--- src/rtl/pelican_pkg.sv ---
// Shared types, lamp encodings and small helpers for the pelican crossing controller.
package pelican_pkg;

  typedef enum logic [2:0] {
    StRed      = 3'd0,
    StRedAmber = 3'd1,
    StGreen    = 3'd2,
    StAmber    = 3'd3,
    StPedGreen = 3'd4,
    StPedClear = 3'd5
  } state_e;

  // Traffic lamps {RED,AMBER,GREEN}
  localparam logic [2:0] TL_R  = 3'b100;
  localparam logic [2:0] TL_RA = 3'b110;
  localparam logic [2:0] TL_G  = 3'b001;
  localparam logic [2:0] TL_A  = 3'b010;

  // Pedestrian lamps {RED,GREEN}
  localparam logic [1:0] PL_RED   = 2'b10;
  localparam logic [1:0] PL_GREEN = 2'b01;
  localparam logic [1:0] PL_DARK  = 2'b00;

  function automatic int unsigned max2(input int unsigned a, input int unsigned b);
    return (a > b) ? a : b;
  endfunction

  // Counter width able to hold 0..n-1, never narrower than one bit.
  function automatic int unsigned width_of(input int unsigned n);
    return (n > 1) ? $clog2(n) : 1;
  endfunction

  function automatic logic [2:0] traffic_of(input state_e s);
    logic [2:0] tl;
    unique case (s)
      StRedAmber: tl = TL_RA;
      StGreen:    tl = TL_G;
      StAmber:    tl = TL_A;
      StPedClear: tl = TL_A;
      default:    tl = TL_R;
    endcase
    return tl;
  endfunction

  // Steady pedestrian aspect; the clearance blink is overlaid by the controller.
  function automatic logic [1:0] ped_of(input state_e s);
    logic [1:0] pl;
    unique case (s)
      StRed, StRedAmber, StGreen, StAmber: pl = PL_RED;
      StPedGreen, StPedClear:              pl = PL_GREEN;
      default:                             pl = PL_DARK;
    endcase
    return pl;
  endfunction

endpackage

--- src/rtl/pelican_crossing_ctrl_if.sv ---
// Lamp/button bundle between the crossing controller and its environment.
interface pelican_crossing_ctrl_if #(
  parameter int unsigned N_REQ = 2
);
  logic [N_REQ-1:0] button;
  logic [2:0]       traffic_lights;
  logic [1:0]       pedestrian_lights;
  logic             req_pending;
  logic [2:0]       state_dbg;

  modport master (
    output button,
    input  traffic_lights,
    input  pedestrian_lights,
    input  req_pending,
    input  state_dbg
  );

  modport slave (
    input  button,
    output traffic_lights,
    output pedestrian_lights,
    output req_pending,
    output state_dbg
  );
endinterface

--- src/rtl/pelican_crossing_ctrl_req_sync_edge.sv ---
// Two-flop synchroniser for one asynchronous button followed by a rising-edge pulse.
module req_sync_edge (
  input  logic clk,
  input  logic rst,
  input  logic async_in,
  output logic rise
);
  logic sync1_q, sync2_q, prev_q;

  always_ff @(posedge clk) begin
    if (rst) begin
      sync1_q <= 1'b0;
      sync2_q <= 1'b0;
      prev_q  <= 1'b0;
    end else begin
      sync1_q <= async_in;
      sync2_q <= sync1_q;
      prev_q  <= sync2_q;
    end
  end

  assign rise = sync2_q & ~prev_q;

endmodule

--- src/rtl/pelican_crossing_ctrl.sv ---
// Pelican crossing controller: phase FSM, phase timer, request latch and lamp decode.
// Define PELICAN_PED_CLEAR_EN to add the flashing pedestrian clearance phase.
module pelican_crossing_ctrl
  import pelican_pkg::*;
#(
  parameter int unsigned CLK_HZ        = 1000,
  parameter int unsigned T_RED_S       = 30,
  parameter int unsigned T_RA_S        = 3,
  parameter int unsigned T_GREEN_S     = 30,
  parameter int unsigned T_MIN_GREEN_S = 10,
  parameter int unsigned T_AMBER_S     = 3,
  parameter int unsigned T_PED_S       = 30,
  parameter int unsigned T_CLEAR_S     = 5,
  parameter int unsigned N_REQ         = 2
) (
  input logic                   clk,
  input logic                   rst,
  pelican_crossing_ctrl_if.slave bus
);

  localparam int unsigned RedCyc      = T_RED_S * CLK_HZ;
  localparam int unsigned RaCyc       = T_RA_S * CLK_HZ;
  localparam int unsigned GreenCyc    = T_GREEN_S * CLK_HZ;
  localparam int unsigned MinGreenCyc = T_MIN_GREEN_S * CLK_HZ;
  localparam int unsigned AmberCyc    = T_AMBER_S * CLK_HZ;
  localparam int unsigned PedCyc      = T_PED_S * CLK_HZ;
`ifdef PELICAN_PED_CLEAR_EN
  localparam int unsigned ClearCyc    = T_CLEAR_S * CLK_HZ;
  localparam int unsigned MaxCyc      = max2(max2(max2(RedCyc, RaCyc), max2(GreenCyc, AmberCyc)),
                                             max2(PedCyc, ClearCyc));
`else
  localparam int unsigned MaxCyc      = max2(max2(max2(RedCyc, RaCyc), max2(GreenCyc, AmberCyc)),
                                             PedCyc);
`endif
  localparam int unsigned TW = width_of(MaxCyc);

  typedef logic [TW-1:0] tmr_t;

  localparam tmr_t RedLast      = tmr_t'(RedCyc - 1);
  localparam tmr_t RaLast       = tmr_t'(RaCyc - 1);
  localparam tmr_t GreenLast    = tmr_t'(GreenCyc - 1);
  localparam tmr_t MinGreenLast = tmr_t'(MinGreenCyc - 1);
  localparam tmr_t AmberLast    = tmr_t'(AmberCyc - 1);
  localparam tmr_t PedLast      = tmr_t'(PedCyc - 1);
`ifdef PELICAN_PED_CLEAR_EN
  localparam tmr_t ClearLast    = tmr_t'(ClearCyc - 1);

  localparam int unsigned HalfCyc = CLK_HZ / 2;
  localparam int unsigned BW      = width_of(HalfCyc);
  typedef logic [BW-1:0] blk_t;
  localparam blk_t HalfLast = blk_t'(HalfCyc - 1);
`endif

  // Parameter sanity, caught at elaboration.
  if (T_MIN_GREEN_S > T_GREEN_S) begin : g_err_min_green
    $error("T_MIN_GREEN_S must not exceed T_GREEN_S");
  end
  if (T_RED_S == 0 || T_RA_S == 0 || T_GREEN_S == 0 || T_MIN_GREEN_S == 0 ||
      T_AMBER_S == 0 || T_PED_S == 0 || T_CLEAR_S == 0) begin : g_err_zero_phase
    $error("every T_*_S phase length must be at least 1 second");
  end
  if (N_REQ < 1) begin : g_err_n_req
    $error("N_REQ must be at least 1");
  end
`ifdef PELICAN_PED_CLEAR_EN
  if (CLK_HZ < 2) begin : g_err_blink
    $error("CLK_HZ must be at least 2 for the clearance blink");
  end
`endif

  logic [N_REQ-1:0] rise;

  for (genvar i = 0; i < N_REQ; i++) begin : g_req
    req_sync_edge u_sync (
      .clk      (clk),
      .rst      (rst),
      .async_in (bus.button[i]),
      .rise     (rise[i])
    );
  end

  state_e     state_q, state_d;
  tmr_t       timer_q;
  logic       latch_q, latch_d;
  logic [2:0] tl_q, tl_d;
  logic [1:0] pl_q, pl_d;
  logic       edge_any, req, accepting, entering_ped;

  assign edge_any  = |rise;
  assign req       = latch_q | edge_any;
  assign accepting = (state_q == StRed) || (state_q == StRedAmber) ||
                     (state_q == StGreen) || (state_q == StAmber);

  always_comb begin
    state_d = state_q;
    unique case (state_q)
      StRed: begin
        if (req)                     state_d = StPedGreen;
        else if (timer_q == RedLast) state_d = StRedAmber;
      end
      StRedAmber: begin
        if (timer_q == RaLast) state_d = StGreen;
      end
      StGreen: begin
        if ((req && timer_q >= MinGreenLast) || timer_q == GreenLast) state_d = StAmber;
      end
      StAmber: begin
        if (timer_q == AmberLast) state_d = req ? StPedGreen : StRed;
      end
      StPedGreen: begin
`ifdef PELICAN_PED_CLEAR_EN
        if (timer_q == PedLast) state_d = StPedClear;
`else
        if (timer_q == PedLast) state_d = StRedAmber;
`endif
      end
`ifdef PELICAN_PED_CLEAR_EN
      StPedClear: begin
        if (timer_q == ClearLast) state_d = StRedAmber;
      end
`endif
      default: state_d = StRed;
    endcase
  end

  // Serving a request clears the latch; edges outside the traffic phases are dropped.
  assign entering_ped = (state_d == StPedGreen) && (state_q != StPedGreen);

  always_comb begin
    latch_d = latch_q;
    if (entering_ped)                latch_d = 1'b0;
    else if (edge_any && accepting)  latch_d = 1'b1;
  end

`ifdef PELICAN_PED_CLEAR_EN
  logic blink_on_q, blink_on_d;
  blk_t blink_cnt_q, blink_cnt_d;

  always_comb begin
    blink_on_d  = 1'b1;
    blink_cnt_d = '0;
    if (state_d == StPedClear && state_q == StPedClear) begin
      if (blink_cnt_q == HalfLast) begin
        blink_on_d  = ~blink_on_q;
        blink_cnt_d = '0;
      end else begin
        blink_on_d  = blink_on_q;
        blink_cnt_d = blink_cnt_q + blk_t'(1);
      end
    end
  end

  always_comb begin
    tl_d = traffic_of(state_d);
    pl_d = ped_of(state_d);
    if (state_d == StPedClear) pl_d = blink_on_d ? PL_GREEN : PL_DARK;
  end
`else
  always_comb begin
    tl_d = traffic_of(state_d);
    pl_d = ped_of(state_d);
  end
`endif

  // Lamps are registered from the next state so they switch on the same edge as the FSM.
  always_ff @(posedge clk) begin
    if (rst) begin
      state_q     <= StRed;
      timer_q     <= '0;
      latch_q     <= 1'b0;
      tl_q        <= TL_R;
      pl_q        <= PL_RED;
`ifdef PELICAN_PED_CLEAR_EN
      blink_on_q  <= 1'b1;
      blink_cnt_q <= '0;
`endif
    end else begin
      state_q     <= state_d;
      timer_q     <= (state_d != state_q) ? '0 : timer_q + tmr_t'(1);
      latch_q     <= latch_d;
      tl_q        <= tl_d;
      pl_q        <= pl_d;
`ifdef PELICAN_PED_CLEAR_EN
      blink_on_q  <= blink_on_d;
      blink_cnt_q <= blink_cnt_d;
`endif
    end
  end

  assign bus.traffic_lights    = tl_q;
  assign bus.pedestrian_lights = pl_q;
  assign bus.req_pending       = latch_q;
  assign bus.state_dbg         = state_q;

endmodule

--- src/flat_wrapper.sv ---
// flat-port wrapper written by rule: the top's interface ports become plain ports
module pelican_crossing_ctrl_flat import pelican_pkg::*;
#(
  parameter int unsigned CLK_HZ        = 1000,
  parameter int unsigned T_RED_S       = 30,
  parameter int unsigned T_RA_S        = 3,
  parameter int unsigned T_GREEN_S     = 30,
  parameter int unsigned T_MIN_GREEN_S = 10,
  parameter int unsigned T_AMBER_S     = 3,
  parameter int unsigned T_PED_S       = 30,
  parameter int unsigned T_CLEAR_S     = 5,
  parameter int unsigned N_REQ         = 2
)
  (clk, rst, bus_button, bus_traffic_lights, bus_pedestrian_lights, bus_req_pending, bus_state_dbg);
  pelican_crossing_ctrl_if #(.N_REQ(N_REQ)) bus_i ();
  input logic clk;
  input logic rst;
  input wire logic [$bits(bus_i.button)-1:0] bus_button;
  output wire logic [$bits(bus_i.traffic_lights)-1:0] bus_traffic_lights;
  output wire logic [$bits(bus_i.pedestrian_lights)-1:0] bus_pedestrian_lights;
  output wire logic [$bits(bus_i.req_pending)-1:0] bus_req_pending;
  output wire logic [$bits(bus_i.state_dbg)-1:0] bus_state_dbg;
  assign bus_i.button = bus_button;
  assign bus_traffic_lights = bus_i.traffic_lights;
  assign bus_pedestrian_lights = bus_i.pedestrian_lights;
  assign bus_req_pending = bus_i.req_pending;
  assign bus_state_dbg = bus_i.state_dbg;
  pelican_crossing_ctrl #(.CLK_HZ(CLK_HZ), .T_RED_S(T_RED_S), .T_RA_S(T_RA_S), .T_GREEN_S(T_GREEN_S), .T_MIN_GREEN_S(T_MIN_GREEN_S), .T_AMBER_S(T_AMBER_S), .T_PED_S(T_PED_S), .T_CLEAR_S(T_CLEAR_S), .N_REQ(N_REQ)) u_core (.clk(clk), .rst(rst), .bus(bus_i));
endmodule
--- config.mk ---
export PLATFORM = sky130hd
export DESIGN_NAME = pelican_crossing_ctrl_flat
export DESIGN_NICKNAME = d
export VERILOG_FILES = /design/src/rtl/pelican_pkg.sv /design/src/rtl/pelican_crossing_ctrl_if.sv /design/src/rtl/pelican_crossing_ctrl_req_sync_edge.sv /design/src/rtl/pelican_crossing_ctrl.sv /design/src/flat_wrapper.sv
export SDC_FILE = /design/constraint.sdc
export NUM_CORES = 1
export LEC_CHECK = 0
export ABC_AREA = 1
export CAP_MARGIN = 20
export CORE_ASPECT_RATIO = 0.6
export CORE_MARGIN = 1
export CORE_UTILIZATION = 55
export DETAILED_ROUTE_END_ITERATION = 16
export GPL_TIMING_DRIVEN = 0
export PLACE_DENSITY = 0.83
export SKIP_LAST_GASP = 1
export SYNTH_ARGS = -nofsm -noshare
export SYNTH_HDL_FRONTEND = slang
export SYNTH_HIERARCHICAL = 1
export SYNTH_SLANG_ARGS = --single-unit
--- constraint.sdc ---
create_clock -name clk -period 2.3 [get_ports clk]
set_clock_uncertainty 0.05 [all_clocks]
set_input_delay 0.23 -clock clk [delete_from_list [all_inputs] [get_ports clk]]
set_output_delay 0.23 -clock clk [all_outputs]
set_load 0.005 [all_outputs]
==> flow_metrics.py, run 1 <==
metrics = {
    "run_status": {
        "status": "finished clean",
    },
    "yosys": {
        "synth_area_per_cell_um2": 6.79,
        "yosys.area.top_type": "dfxtp_1",
        "async_reset_ff_share_pct": 0,
        "synthDistinctLibCells": 22,
        "synth-edff-count": 0,
        "ys_ff_latch": 30,
        "synth_area_mm2": 0.00154,
        "synth_area_leaders": "dfxtp_1 (39%), nor2_1 (12%), nand2_1 (10%)",
        "yosys_warnings": 6,
        "syn_inst": 227,
        "yosysSeqAreaShare_pct": 39.0,
        "netlist.area_leader.share_pct": 39.0,
        "synthesis.nets": 232,
        "ys.flop_type": "dfxtp_1",
    },
    "finish": {
        "area_delta_synth_final_pct": 17.5,
        "final_common_cell": "nor2_1",
        "drive_above_1_share_pct": 11.3,
        "diodes": 0,
        "nets": 251,
        "fin_cells": 279,
        "mostFrequentLayoutCells": "nor2_1 (49), nand2_1 (43), inv_1 (37)",
    },
    "critical_path": {
        "rrSetupSlack_ps": 260,
        "reg2regPathDepth": 9,
        "path_class": "reg -> reg",
        "arrival_ps": 2160,
        "cp-startpoint": "u_core/timer_q[0]$_SDFF_PP0_",
        "rr_startpoint": "u_core/timer_q[0]$_SDFF_PP0_",
        "required_ps": 2420,
        "critPathCapture": "u_core/timer_q[8]$_SDFF_PP0_",
        "end_kind": "register",
        "critPathMaxFanout": 10,
        "start_kind": "register",
        "rr_endpoint": "u_core/timer_q[8]$_SDFF_PP0_",
    },
    "clock_tree": {
        "htreeDepth": 2,
        "clk_latency_ps": 280,
        "numCtsBuffers": 5,
        "cts_tree": "done",
        "post_cts_resized": 0,
        "hold_buffers": 0,
        "clockBufferDepth": 2,
        "clock-sinks": 30,
        "post_cts_buffers": 0,
        "root_buffer": "clkbuf_8",
        "path_clk_slew_ps": 70,
    },
    "sta": {
        "worstMarginPinSlew_ps": 460,
        "hold_viol_final": 0,
        "fin_ws_ps": 258,
        "clock.fmax_ghz": 0.490,
        "fin_crit_sh_pct": 88.8,
        "setup_viol": 0,
        "relSlewSlack_pct": 69.2,
        "rsz0062_at_grt": "false",
        "tns_ps": 0,
        "slew_violations": 0,
        "min_period_ps": 2040,
    },
    "global_routing": {
        "antenna_found_initial": 0,
        "grt_overflow": 0,
        "grt_first_pass_wirelength_mm": 5.37,
        "grt_pass1_vias": 1251,
        "grt_max_degree": 14,
        "track_usage_pct": 23.4,
    },
    "die": {
        "die_area_mm2": 0.00302,
        "start_util_pct": 59.8,
        "num_io_pins": 13,
        "dieWidth_um": 70.3,
        "die_h_um": 43.0,
        "fp.coreArea_mm2": 0.00257,
        "core.rowCount": 14,
    },
    "hold_path": {
        "hp-class": "reg -> reg",
    },
    "route": {
        "drt_iter0_drc": 152,
        "vias": 1425,
        "routedWlPerCell_um": 11.1,
        "vias_per_cell": 5.11,
        "dr.pass1.iters": 4,
        "drt-total-wl_mm": 3.10,
        "drc": 0,
        "ant_nets": 0,
    },
    "power_and_ir_drop": {
        "p_per_area_mw_per_mm2": 654,
        "max-vdd-ir-drop_mv": 0.372,
        "design_power_total_mw": 1.18,
        "p_leak_nw": 0.753,
    },
    "flow_run": {
        "drv_cap": 0,
    },
    "place": {
        "port_buffers": 12,
        "place_ws_ps": 305,
        "place_inst": 271,
        "gp_congestion": 0.898,
        "hpwlAfterDp_mm": 2.32,
    },
}
## cells in the mapped netlist (3+ instances only)
library cell	instances
nor2_1	49
nand2_1	43
nand4_1	8
nor2_2	10
dfxtp_1	30
a21oi_1	3
inv_1	37
nand3_1	11
nand2_2	3
o21ai_0	6
buf_2	3
nor3_1	6
xor2_1	9
## worst min path at each step
stage | slack, ps | end | from | cells after the start
finish | 360 | u_core/g_req[1].u_sync/sync2_q$_SDFF_PP0_ | u_core/g_req[1].u_sync/sync1_q$_SDFF_PP0_ | 2
CTS | 360 | u_core/g_req[1].u_sync/sync2_q$_SDFF_PP0_ | u_core/g_req[1].u_sync/sync1_q$_SDFF_PP0_ | 2
global placement | 340 | u_core/g_req[1].u_sync/sync2_q$_SDFF_PP0_ | u_core/g_req[1].u_sync/sync1_q$_SDFF_PP0_ | 2
floorplan | 250 | u_core/bus.state_dbg[0]$_SDFF_PP0_ | rst | 1
detailed placement | 350 | u_core/g_req[1].u_sync/sync2_q$_SDFF_PP0_ | u_core/g_req[1].u_sync/sync1_q$_SDFF_PP0_ | 2
global route | 380 | u_core/g_req[1].u_sync/sync2_q$_SDFF_PP0_ | u_core/g_req[1].u_sync/sync1_q$_SDFF_PP0_ | 2
## area by class of cell
type | instances | area [um2]
Buffer | 4 | 26.3
Clock buffer | 5 | 68.8
Clock inverter | 3 | 40.0
Fill cell | 214 | 766
Inverter | 37 | 139
Multi-Input combinational cell | 156 | 774
Sequential cell | 30 | 601
Tap cell | 32 | 40.0
Timing Repair Buffer | 12 | 120
## worst max-delay path, cell delays in order, from the launching register on
cell	delay, ps
dfxtp_1	390
ha_1	320
nand3_1	240
nor2_1	160
nand2_1	90
nand3_1	100
nand4_1	170
nand3_4	160
buf_6	190
nor2_2	40
## sequential cells by signal, indices dropped and copies added (netlist names)
register,cells
u_core/timer_q,15
u_core/bus.state_dbg,3
u_core/bus.traffic_lights,3
u_core/bus.pedestrian_lights,2
u_core/g_req.u_sync/prev_q,2
u_core/g_req.u_sync/sync1_q,2
u_core/g_req.u_sync/sync2_q,2
u_core/bus.req_pending,1
## logic make-up (layout without fill, tap and decap cells)
family	after synthesis	after routing	synth area share (%)
DFF	30	30	39.0
xor gates and xnor gates	10	10	5.69
adders and majority gates	1	1	0.812
AOI/OAI and AO/OA	11	11	4.55
and+or+nand+nor	134	134	39.2
buffers and inverters	41	61	10.7
## stage by stage
| stage | hold WS (ps) | area, um2 | util [%] |
|---|---|---|---|
| 2_1_floorplan | 249 | 1540 | - |
| 3_3_place_gp | 339 | 1700 | 66.0 |
| 3_5_place_dp | 353 | 1700 | 66.0 |
| 4_1_cts | 363 | 1810 | 70.3 |
| 5_1_grt | 376 | 1810 | 70.3 |
| 6_report | 356 | 1810 | 70.3 |
## layer usage
layer / track usage, % / wire (um) / vias up
met1: 34.2 / 1620 / 632
met3: 7.13 / 261 / 4
met2: 32.8 / 1190 / 52
met4: 7.20 / 26 / 0
met5: 0 / 0 / -
li1: - / - / 737
## where the power goes
| part | internal [mW] | switching, mW |
|---|---|---|
| Sequential | 0.540 | 0.0147 |
| Combinational | 0.0487 | 0.0660 |
| Clock | 0.318 | 0.195 |
| Total | 0.907 | 0.276 |
Note: power is estimated with default switching activity, not from simulation.
==> run 2: changes to the inputs <==
--- a/config.mk
+++ b/config.mk
@@ -8,11 +8,10 @@
 export ABC_AREA = 1
 export CAP_MARGIN = 20
 export CORE_ASPECT_RATIO = 0.6
-export CORE_MARGIN = 1
-export CORE_UTILIZATION = 55
+export CORE_UTILIZATION = 35
 export DETAILED_ROUTE_END_ITERATION = 16
 export GPL_TIMING_DRIVEN = 0
-export PLACE_DENSITY = 0.83
+export PLACE_DENSITY = 0.6
 export SKIP_LAST_GASP = 1
 export SYNTH_ARGS = -nofsm -noshare
 export SYNTH_HDL_FRONTEND = slang
==> flow_metrics.py, run 2 (same netlist as run 1, synthesis figures left out) <==
metrics = {
    "global_routing": {
        "track_usage_pct": 15.8,
        "grt_overflow": 0,
        "grt_pass1_vias": 1146,
        "antenna_found_initial": 0,
        "grt_max_degree": 14,
        "grt_first_pass_wirelength_mm": 5.24,
    },
    "route": {
        "drt_iter0_drc": 107,
        "drc": 0,
        "ant_nets": 0,
        "vias_per_cell": 4.42,
        "vias": 1358,
        "routedWlPerCell_um": 10.4,
        "drt-total-wl_mm": 3.18,
        "dr.pass1.iters": 4,
    },
    "clock_tree": {
        "clk_latency_ps": 290,
        "cts_tree": "done",
        "hold_buffers": 0,
        "htreeDepth": 2,
        "clock-sinks": 30,
        "root_buffer": "clkbuf_8",
        "post_cts_buffers": 0,
        "path_clk_slew_ps": 70,
        "clockBufferDepth": 2,
        "numCtsBuffers": 5,
        "post_cts_resized": 0,
    },
    "power_and_ir_drop": {
        "p_per_area_mw_per_mm2": 650,
        "internal_power_uw": 907,
        "power_frac_seq_pct": 46.2,
        "p_leak_nw": 0.753,
        "p_sw_share_pct": 24.3,
        "max-vdd-ir-drop_mv": 0.240,
        "clkPwrFrac_pct": 44.3,
        "pwr-share-comb_pct": 9.5,
        "switching_power_uw": 291,
    },
    "hold_path": {
        "hp-class": "reg -> reg",
        "hp-start": "u_core/g_req[0].u_sync/sync1_q$_SDFF_PP0_",
    },
    "die": {
        "dieWidth_um": 87.6,
        "die_h_um": 53.4,
        "start_util_pct": 37.0,
        "num_io_pins": 13,
        "core.rowCount": 18,
        "fp.coreArea_mm2": 0.00417,
        "die_area_mm2": 0.00468,
    },
    "critical_path": {
        "rr_startpoint": "u_core/timer_q[0]$_SDFF_PP0_",
        "end_kind": "register",
        "start_kind": "register",
        "path_class": "reg -> reg",
        "required_ps": 2430,
        "cp-startpoint": "u_core/timer_q[0]$_SDFF_PP0_",
        "arrival_ps": 2100,
        "critPathMaxFanout": 10,
    },
    "sta": {
        "clock.fmax_ghz": 0.507,
        "slew_violations": 0,
        "min_period_ps": 1970,
        "fin_crit_sh_pct": 85.8,
        "worst_hold_slack_ps": 352,
        "hold_viol_final": 0,
        "worstMarginPinSlew_ps": 497,
        "relSlewSlack_pct": 66.7,
        "tns_ps": 0,
        "fin_ws_ps": 327,
        "setup_viol": 0,
        "rsz0062_at_grt": "false",
    },
    "finish": {
        "drive_above_1_share_pct": 11.3,
        "fin_cells": 307,
        "diodes": 0,
        "mostFrequentLayoutCells": "nor2_1 (49), nand2_1 (43), inv_1 (37)",
        "area_delta_synth_final_pct": 19.7,
        "regMostFlops": "u_core/timer_q",
        "final_common_cell": "nor2_1",
        "largest_reg_flops": 15,
        "nets": 251,
    },
    "place": {
        "place_inst": 299,
        "port_buffers": 12,
        "hpwlAfterDp_mm": 2.39,
        "place_ws_ps": 334,
        "gp_congestion": 0.846,
    },
    "flow_run": {
        "drv_cap": 0,
    },
    "run_status": {
        "status": "finished clean",
    },
}
## run 2: cell counts in the layout (fill, tap and decap cells not counted)
Identical to the previous run, type by type.
## run 2: cell type report
cell class	instances	area, um2
Fill cell	428	2320
Multi-Input combinational cell	156	774
Sequential cell	30	601
Inverter	37	139
Timing Repair Buffer	12	120
Tap cell	60	75.1
Clock buffer	5	68.8
Clock inverter	3	40.0
Buffer	4	26.3
## run 2: path summary, 6_finish.rpt
check / to / slack, ps / depth (start not counted)
max: u_core/timer_q[5]$_SDFF_PP0_ / 330 / 11
min: u_core/g_req[0].u_sync/sync2_q$_SDFF_PP0_ / 350 / 2
max reg2reg: u_core/timer_q[5]$_SDFF_PP0_ / 330 / 11
min reg2reg: u_core/g_req[0].u_sync/sync2_q$_SDFF_PP0_ / 350 / 2
## run 2: critical path, stage by stage (launching register included)
cell,delay (ps)
dfxtp_1,380
ha_1,290
nand3_1,230
nor2_1,160
nand2_1,80
nand2_1,110
a21oi_4,70
nand2_2,80
nand2_2,70
nand3_4,100
buf_6,190
nor2_2,40
## run 2: routing by layer
metal	vias to the layer above	part of all wire (%)	global-route usage, %
met1	585	57	23.1
li1	732	-	-
met4	0	1.3	8.20
met5	-	0	0
met3	5	7.4	5.15
met2	36	35	19.5
## run 2: power groups by stage
stage | clock, mW | combinational (mW) | sequential, mW
finish | 0.531 | 0.114 | 0.553
CTS | 0.546 | 0.115 | 0.554
global placement | 0 | 0.115 | 0.565
floorplan | 0 | 0.0743 | 0.564
global route | 0.563 | 0.131 | 0.557
detailed placement | 0 | 0.114 | 0.565
## run 2: stage by stage
step	total power, mW	instance area, um2	utilization, %
2_1_floorplan	0.638	1540	-
3_3_place_gp	0.681	1740	41.7
6_report	1.20	1840	44.3
3_5_place_dp	0.679	1740	41.7
5_1_grt	1.25	1840	44.3
4_1_cts	1.21	1840	44.3
